**config.mk**
```make
export PLATFORM = sky130hd
export DESIGN_NAME = net_drive_arb
export DESIGN_NICKNAME = d
export VERILOG_FILES = /design/src/rtl/net_drive_pkg.sv /design/src/rtl/rr_pick.sv /design/src/rtl/net_drive_arb.sv
export SDC_FILE = /design/constraint.sdc
export NUM_CORES = 1
export LEC_CHECK = 0
export BUFFER_PORTS_ARGS = -buffer_cell sky130_fd_sc_hd__buf_2
export CAP_MARGIN = 30
export CORE_MARGIN = 4
export CORE_UTILIZATION = 45
export DETAILED_ROUTE_END_ITERATION = 10
export GPL_TIMING_DRIVEN = 0
export PLACE_DENSITY = 0.72
export REMOVE_ABC_BUFFERS = 1
export SYNTH_ARGS = -nofsm -noshare
export SYNTH_HDL_FRONTEND = slang
export SYNTH_SLANG_ARGS = --single-unit
```
**constraint.sdc**
```tcl
create_clock -name clk -period 4.2 [get_ports clk]
set_input_delay 0.84 -clock clk [delete_from_list [all_inputs] [get_ports clk]]
set_output_delay 0.84 -clock clk [all_outputs]
set_load 0.1 [all_outputs]
```
**src/rtl/net_drive_pkg.sv**
```systemverilog
// Shared types and sizing helpers for the shared-net drive arbiter.
// Holds the FSM state encoding and the hold-counter width rule.
package net_drive_pkg;

   typedef enum logic [1:0] {
      ST_IDLE  = 2'd0,
      ST_DRIVE = 2'd1,
      ST_TURN  = 2'd2
   } drv_state_e;

   // Counter must represent HOLD_MAX itself so it can saturate there.
   function automatic int hold_cnt_width(input int hold_max);
      return (hold_max < 2) ? 1 : $clog2(hold_max + 1);
   endfunction

   function automatic int rr_wrap(input int idx, input int n);
      return (idx >= n) ? idx - n : idx;
   endfunction

endpackage

```
**src/rtl/rr_pick.sv**
```systemverilog
// Round-robin picker: first set request bit at or after the start pointer,
// wrapping around; combinational, one-hot result.
module rr_pick
   import net_drive_pkg::*;
#(
   parameter int N_CH = 4
) (
   input  logic [N_CH-1:0]         req,
   input  logic [$clog2(N_CH)-1:0] start,
   output logic [N_CH-1:0]         pick,
   output logic                    valid
);

   always_comb begin
      pick  = '0;
      valid = 1'b0;
      for (int off = 0; off < N_CH; off++) begin
         if (!valid && req[rr_wrap(int'(start) + off, N_CH)]) begin
            pick[rr_wrap(int'(start) + off, N_CH)] = 1'b1;
            valid = 1'b1;
         end
      end
   end

endmodule

```
**src/rtl/net_drive_arb.sv**
```systemverilog
// Arbitrates ownership of a shared bidirectional net between N_CH channels,
// with a forced turnaround between owners and readback contention detection.
//
//   state    | meaning
//   ---------+-----------------------------------------------------------
//   ST_IDLE  | no owner, driver off; grants first requester on next edge
//   ST_DRIVE | owner set, driver on, hold counter running
//   ST_TURN  | one cycle with driver off before anyone may drive again
module net_drive_arb
   import net_drive_pkg::*;
#(
   parameter int N_CH     = 4,
   parameter int W        = 8,
   parameter int HOLD_MAX = 15
) (
   input  logic                    clk,
   input  logic                    rst_n,
   input  logic [N_CH-1:0]         req,
   input  logic [N_CH-1:0]         rel,
   input  logic [N_CH*W-1:0]       drv_data,
   input  logic [W-1:0]            net_in,
   output logic [N_CH-1:0]         gnt,
   output logic                    net_oe,
   output logic [W-1:0]            net_out,
   output logic                    contention,
   output logic                    err_sticky,
   input  logic                    err_clr,
   output logic [$clog2(N_CH)-1:0] err_ch
);

   localparam int IW = $clog2(N_CH);
   localparam int HW = hold_cnt_width(HOLD_MAX);
   localparam logic [HW-1:0] HOLD_LAST  = HW'(HOLD_MAX);
   localparam logic [HW-1:0] HOLD_FIRST = HW'(1);

   drv_state_e      state;
   logic [IW-1:0]   owner;
   logic [IW-1:0]   ptr;
   logic [HW-1:0]   hold;
   logic [N_CH-1:0] pick;
   logic            pick_vld;
   logic [IW-1:0]   pick_idx;
   logic [IW-1:0]   next_ptr;
   logic [W-1:0]    slice [N_CH];
   logic            owner_done;
   logic            mismatch;

   for (genvar i = 0; i < N_CH; i++) begin : g_slice
      assign slice[i] = drv_data[i*W +: W];
   end

   rr_pick #(.N_CH(N_CH)) u_rr_pick (
      .req   (req),
      .start (ptr),
      .pick  (pick),
      .valid (pick_vld)
   );

   always_comb begin
      pick_idx = '0;
      for (int i = 0; i < N_CH; i++) begin
         if (pick[i]) pick_idx = IW'(i);
      end
   end

   assign next_ptr   = (pick_idx == IW'(N_CH - 1)) ? '0 : pick_idx + 1'b1;
   assign owner_done = rel[owner] | ~req[owner] | (hold == HOLD_LAST);
   // The first DRIVE cycle is skipped: net_out has only just been loaded.
   assign mismatch   = (state == ST_DRIVE) && (hold != HOLD_FIRST) && (net_in != net_out);

   always_ff @(posedge clk or negedge rst_n) begin
      if (!rst_n) begin
         state      <= ST_IDLE;
         owner      <= '0;
         ptr        <= '0;
         hold       <= '0;
         gnt        <= '0;
         net_oe     <= 1'b0;
         net_out    <= '0;
         contention <= 1'b0;
         err_sticky <= 1'b0;
         err_ch     <= '0;
      end else begin
         contention <= mismatch;
         if (mismatch) begin
            err_sticky <= 1'b1;
            err_ch     <= owner;
         end else if (err_clr) begin
            err_sticky <= 1'b0;
         end

         case (state)
            ST_IDLE: begin
               if (pick_vld) begin
                  state   <= ST_DRIVE;
                  owner   <= pick_idx;
                  ptr     <= next_ptr;
                  hold    <= HOLD_FIRST;
                  gnt     <= pick;
                  net_oe  <= 1'b1;
                  net_out <= slice[pick_idx];
               end else begin
                  net_out <= '0;
               end
            end
            ST_DRIVE: begin
               if (owner_done) begin
                  state   <= ST_TURN;
                  gnt     <= '0;
                  net_oe  <= 1'b0;
                  net_out <= '0;
               end else begin
                  net_out <= slice[owner];
                  if (hold != HOLD_LAST) hold <= hold + 1'b1;
               end
            end
            ST_TURN: begin
               state <= ST_IDLE;
            end
            default: begin
               state  <= ST_IDLE;
               gnt    <= '0;
               net_oe <= 1'b0;
            end
         endcase
      end
   end

endmodule

```
## Word level (Yosys, flattened, before mapping)

Index checks and enable logic that the tools add are counted.

- Bits in registers: 27

- Eq/ne operators: 11
- Add/sub/neg operators: 9
- Bitwise gates (word level): 9
- Reductions and logical operators: 19
- $lt $le $gt $ge: 15
- Mux-type cells: 64

Operator list:

| kind | number |
|---|---|
| 32-bit by 1-bit greater-or-equal comparator with 1-bit output, second input constant | 4 |
| 32-bit by 4-bit < comparator with 1-bit output, second input constant | 4 |
| 32-bit 2-to-1 mux | 4 |
| 32-bit by 4-bit greater-or-equal comparator with 1-bit output, second input constant | 3 |
| 32-bit by 4-bit subtractor with 32-bit output, second input constant | 3 |
| 8-bit 2-to-1 mux | 6 |
| 4-bit 2-to-1 mux | 9 |
| 8-bit binary-select mux with 2-bit select | 2 |
| 1-bit 2-to-1 mux | 23 |
| 8-bit case mux with 2 select lines | 1 |
| 1-bit binary-select mux with 2-bit select | 6 |
| 4-bit bitwise OR | 3 |
| 4-bit case mux with 3 select lines | 1 |
| 2-bit 2-to-1 mux | 5 |
| 1-bit logical AND | 9 |
| 1-bit demux with 2-bit select | 4 |
| 8-bit inequality test | 1 |
| 4-bit case mux with 2 select lines | 1 |
| 2-bit by 2-bit adder with 3-bit output, second input constant | 2 |
| 3-bit greater-or-equal comparator, second input constant | 2 |
| 2-bit inequality test, second input constant | 3 |
| 2-bit NOT with 3-bit output | 2 |
| 4-bit by 1-bit adder with 4-bit output, second input constant | 1 |
| 2-bit equality test, second input constant | 2 |
| other kinds (20) | 26 |

## Logic depth before layout (Yosys ltp)

- Depth in word-level cells: 24
- Depth in mapped cells: 11

## Hierarchy

From an unflattened synthesis, not the netlist that was laid out.

- Cell total of the unflattened synthesis: 231
- Area total of the unflattened synthesis: 2317.2 sq um

By module, submodules not included:

| module | cells an instance | area each (sq um) | times used | sequential area each (sq um) |
|---|---|---|---|---|
| net_drive_arb | 172 | 1859.3 | 1 | 675.6 |
| rr_pick | 59 | 457.9 | 1 | 0.0 |

## Worst setup path before layout

OpenSTA, ideal clock, no wires.

- Path kind: register -> register
- From: register ptr[0]
- To: register net_out[0]
- Setup slack: 1.358 ns
- Stages on the path, launching flop included: 10
- Arrival time: 2.716 ns
- Data required time: 4.074 ns
- Buffers on the path: 1
- Period minus slack after synthesis: 2.842 ns
- Path through: dfrtp_1 -> buf_6 -> inv_1 -> ha_1 -> mux4_2 -> or3b_1 -> a21oi_1 -> a211oi_2 -> o21a_1 -> a221o_1

- Longest elaborated chain between the ends: 24
- Elaborated cells between the ends (all ways): 73
- Those cells by class: 7 x add/sub; 12 x order compare; 40 x mux; 4 x bitwise; 10 x reduce/logical

RTL lines:

| item | line | text |
|---|---|---|
| start: declaration | net_drive_arb.sv:38 | `logic [IW-1:0] ptr;` |
| start signal: assignment | net_drive_arb.sv:97 | `ptr <= next_ptr;` |
| branches (longest 22 deep; another with 32-bit by 4-bit subtractor with 32-bit output) | n/a |  |
| 8-bit 2-to-1 mux * | net_drive_arb.sv:94 | `if (pick_vld) begin` |
| 8-bit case mux with 2 select lines * | net_drive_arb.sv:92 | `case (state)` |
| end signal: assignment | net_drive_arb.sv:101 | `net_out <= slice[pick_idx];` |
| end signal: assignment | net_drive_arb.sv:113 | `net_out <= slice[owner];` |
| end: declaration | net_drive_arb.sv:24 | `output logic [W-1:0] net_out,` |

Every way passes the cells marked *. The select of a mux whose other input is x is not followed.
A chain may end at the register's enable or synchronous reset.

## Worst setup path in the final report

- From: register ptr[0]
- To: register net_out[5]

The elaborated chain is that of the path after synthesis.

==> key figures <==
Pwr
  • Sw Share: 57.7%
  • Clock share of power: 6.4%
  • P per Cell Area: 918 mW/mm2
  • Total power: 2.32 mW
  • Pint: 0.983 mW
  • Logic pwr share: 70.6%
  • Sequential power share: 22.9%
  • Psw: 1.34 mW
  • Peak VDD IR: 0.000316 V
  • Pleak: 1.19 nW

Setup path
  • CP startpoint kind: flip-flop
  • Crit path DAT: 3.83 ns
  • Worst R2R Setup Slack: 0.53 ns
  • Worst reg2reg path startpoint: ptr[0]
  • Worst setup EP type: flip-flop
  • CP required: 4.37 ns
  • Worst flop-to-flop path endpoint: net_out[5]
  • CP Class: flip-flop to flip-flop
  • Worst reg2reg path depth: 8
  • Crit-path max FO: 12
  • Worst setup path startpoint: ptr[0]

Routing
  • Routed WL per cell: 16.3 um
  • Met3 wire length: 381 um
  • Number of remaining DRC errors: 0
  • Wire length on met2: 2.63 mm
  • Detail Route Antenna Nets: 0
  • Final wirelength: 5.58 mm
  • DRT Pass-1 Iters: 4
  • Top Metal Used: met4
  • Vias per inst: 5.94
  • DR vias: 2039
  • 1st-iter DRT viols: 164
  • Metal-1 WL: 2.48 mm

Global route
  • First-pass GRT wire length: 9.47 mm
  • Largest net degree at the start of global routing: 28
  • Vias in the first global route: 2011
  • Total track usage: 19.5%
  • Initial antenna violation count: 0
  • Overflow after GRT: 0

Min path
  • Min-delay src: err_ch[0]
  • Hold Path Class: flip-flop to flip-flop
  • Hold path depth: 2
  • Hold Path Sink: err_ch[0]

CTS
  • CTS Sinks: 27
  • Worst-skew pair later-pin latency: 0.27 ns
  • CTS max path bufs: 2
  • Root buffer cell: clkbuf_8
  • Cts hold-fix bufs: 0
  • Worst-path clk slew: 0.09 ns
  • Clock buffer count from CTS: 3
  • CTS tree: built
  • Post_cts resized: 0
  • H-Tree Depth: 1
  • Setup bufs post-CTS: 0

STA
  • Count of pins over their slew limit: 0
  • Clock Skew: 0.00210 ns
  • Final Cycle Share: 87.3%
  • Final setup fails: 0
  • Hold Fails Final Rpt: 0
  • Total negative slack: 0 ns
  • RSZ-0062 raised after global routing: false
  • Crit path time final: 3.67 ns
  • Least-Margin Pin Slew: 1.00 ns
  • Max Clock Freq: 273 MHz
  • Max-Slew Margin vs Limit: 32.5%

Finish
  • Register area: 676 um2
  • Commonest non-fill, non-tap cell in the layout: buf_2
  • Layout fillers: 406
  • Ratio of cells with drive above 1 in the final layout: 30.6%
  • Final nets: 351
  • N_diodes: 0
  • Most frequent cells in the layout: buf_2 (67), dfrtp_1 (27), nand2_1 (25), o21ai_0 (23), nand3_1 (20)
  • Multi-input logic area: 0.00133 mm2
  • P&R area growth vs syn: 19.2%

Synthesis
  • Async set-or-reset flop fraction in the synthesized netlist: 100%
  • Post-Syn Area: 0.00212 mm2
  • Syn Area/Cell: 9.31 um2
  • Post-synth EDFFs: 0
  • FF+latch count, synth: 27
  • Cell count after synthesis: 228
  • Register area share after synthesis: 31.8%
  • Ys flop type: dfrtp_1
  • Cell variety after synth: 44
  • Synth warnings: 0

Die
  • Die width: 76.7 um
  • Full die area: 0.00588 mm2
  • Initial Util: 47.5%
  • Die Ht: 76.7 um
  • Core area: 0.00447 mm2
  • IO Pins: 68
  • Row count: 24

Placed design
  • Routability cong.: 0.818
  • Placed wire-length estimate: 4.33 mm
  • # port buffers: 67

Outcome
  • Outcome: finished, final reports clean

Job
  • Maxcap violations: 0
[power groups by stage]
stage          clock, mW  sequential, mW  combinational [mW]
2_1_floorplan          0           0.986               0.828
3_3_place_gp           0           0.535                1.60
3_5_place_dp           0           0.537                1.64
4_1_cts            0.155           0.532                1.64
5_1_grt            0.165           0.555                1.77
6_report           0.150           0.532                1.64
[Yosys cell counts, types with 3 or more instances]
master    number  share of area, %
a21oi_1        9               2.1
a221o_1        9               4.2
clkbuf_1       5              0.88
dfrtp_1       27                32
ha_1           8               4.7
inv_1         17               3.0
mux4_2        11                12
nand2_1       25               4.4
nand2b_1       4               1.2
nand3_1       20               4.7
nor2_1         9               1.6
nor2b_1        3              0.88
nor3_1         3              0.71
o21a_1         8               2.8
o21ai_0       23               5.4
or3_1          3              0.88
xnor2_1        9               3.7
[worst max path at each step]
| stage | endpoint | cells past startpoint |
|---|---|---|
| finish | net_out[5] | 8 |
| global route | net_out[5] | 8 |
| CTS | net_out[5] | 8 |
| detailed placement | net_out[5] | 8 |
| global placement | net_out[0] | 7 |
| floorplan | net_out[0] | 7 |
[metal layers]
metal	vias up	track usage, %
li1	972	-
met1	994	26.2
met2	67	31.0
met3	6	3.63
met4	0	7.79
met5	-	0
[layout make-up]
type / count / share of cell area [%]
clock buffers: 4 / 1.78
inverters: 17 / 2.52
multi-input cells: 174 / 52.4
flip-flops and latches: 27 / 26.7
well taps: 52 / 2.57
repair buffers: 69 / 14.0
[kinds of logic after synthesis]
logic type	share of synthesized area, %
AOI/OAI and AO/OA	24.0
xor gates and xnor gates	3.71
adders and majority gates	4.71
buffers and inverters	5.72
DFF	31.8
muxes	12.1
and+or+nand+nor	17.9
[sequential cells by signal (all words and copies together) (netlist names)]
| name | count |
|---|---|
| err_ch | 2 |
| ptr | 2 |
| net_oe | 1 |
| gnt | 4 |
| state | 2 |
| err_sticky | 1 |
| owner | 2 |
| net_out | 8 |
| hold | 4 |
| contention | 1 |
[worst max-delay path, stage by stage, from the launching register on]
cell and delay [ns]:
dfrtp_1 0.64, inv_1 0.16, ha_1 0.44, mux4_2 0.60
a221o_1 0.37, a22oi_1 0.71, buf_6 0.25, nand3_1 0.08
a221o_1 0.30
[metrics by stage]
step / setup slack, ns / cell area [um2] / hold slack, ns / utilization (%) / std cells
3_5_place_dp: 0.590 / 2480 / 0.462 / 55.5 / 339
5_1_grt: 0.403 / 2530 / 0.507 / 56.5 / 343
4_1_cts: 0.572 / 2530 / 0.485 / 56.5 / 343
2_1_floorplan: 0.850 / 2070 / 0.491 / - / 218
6_report: 0.534 / 2530 / 0.479 / 56.5 / 343
3_3_place_gp: 0.160 / 2470 / 0.455 / 55.1 / 337
Power figures use the tool's default switching activity.
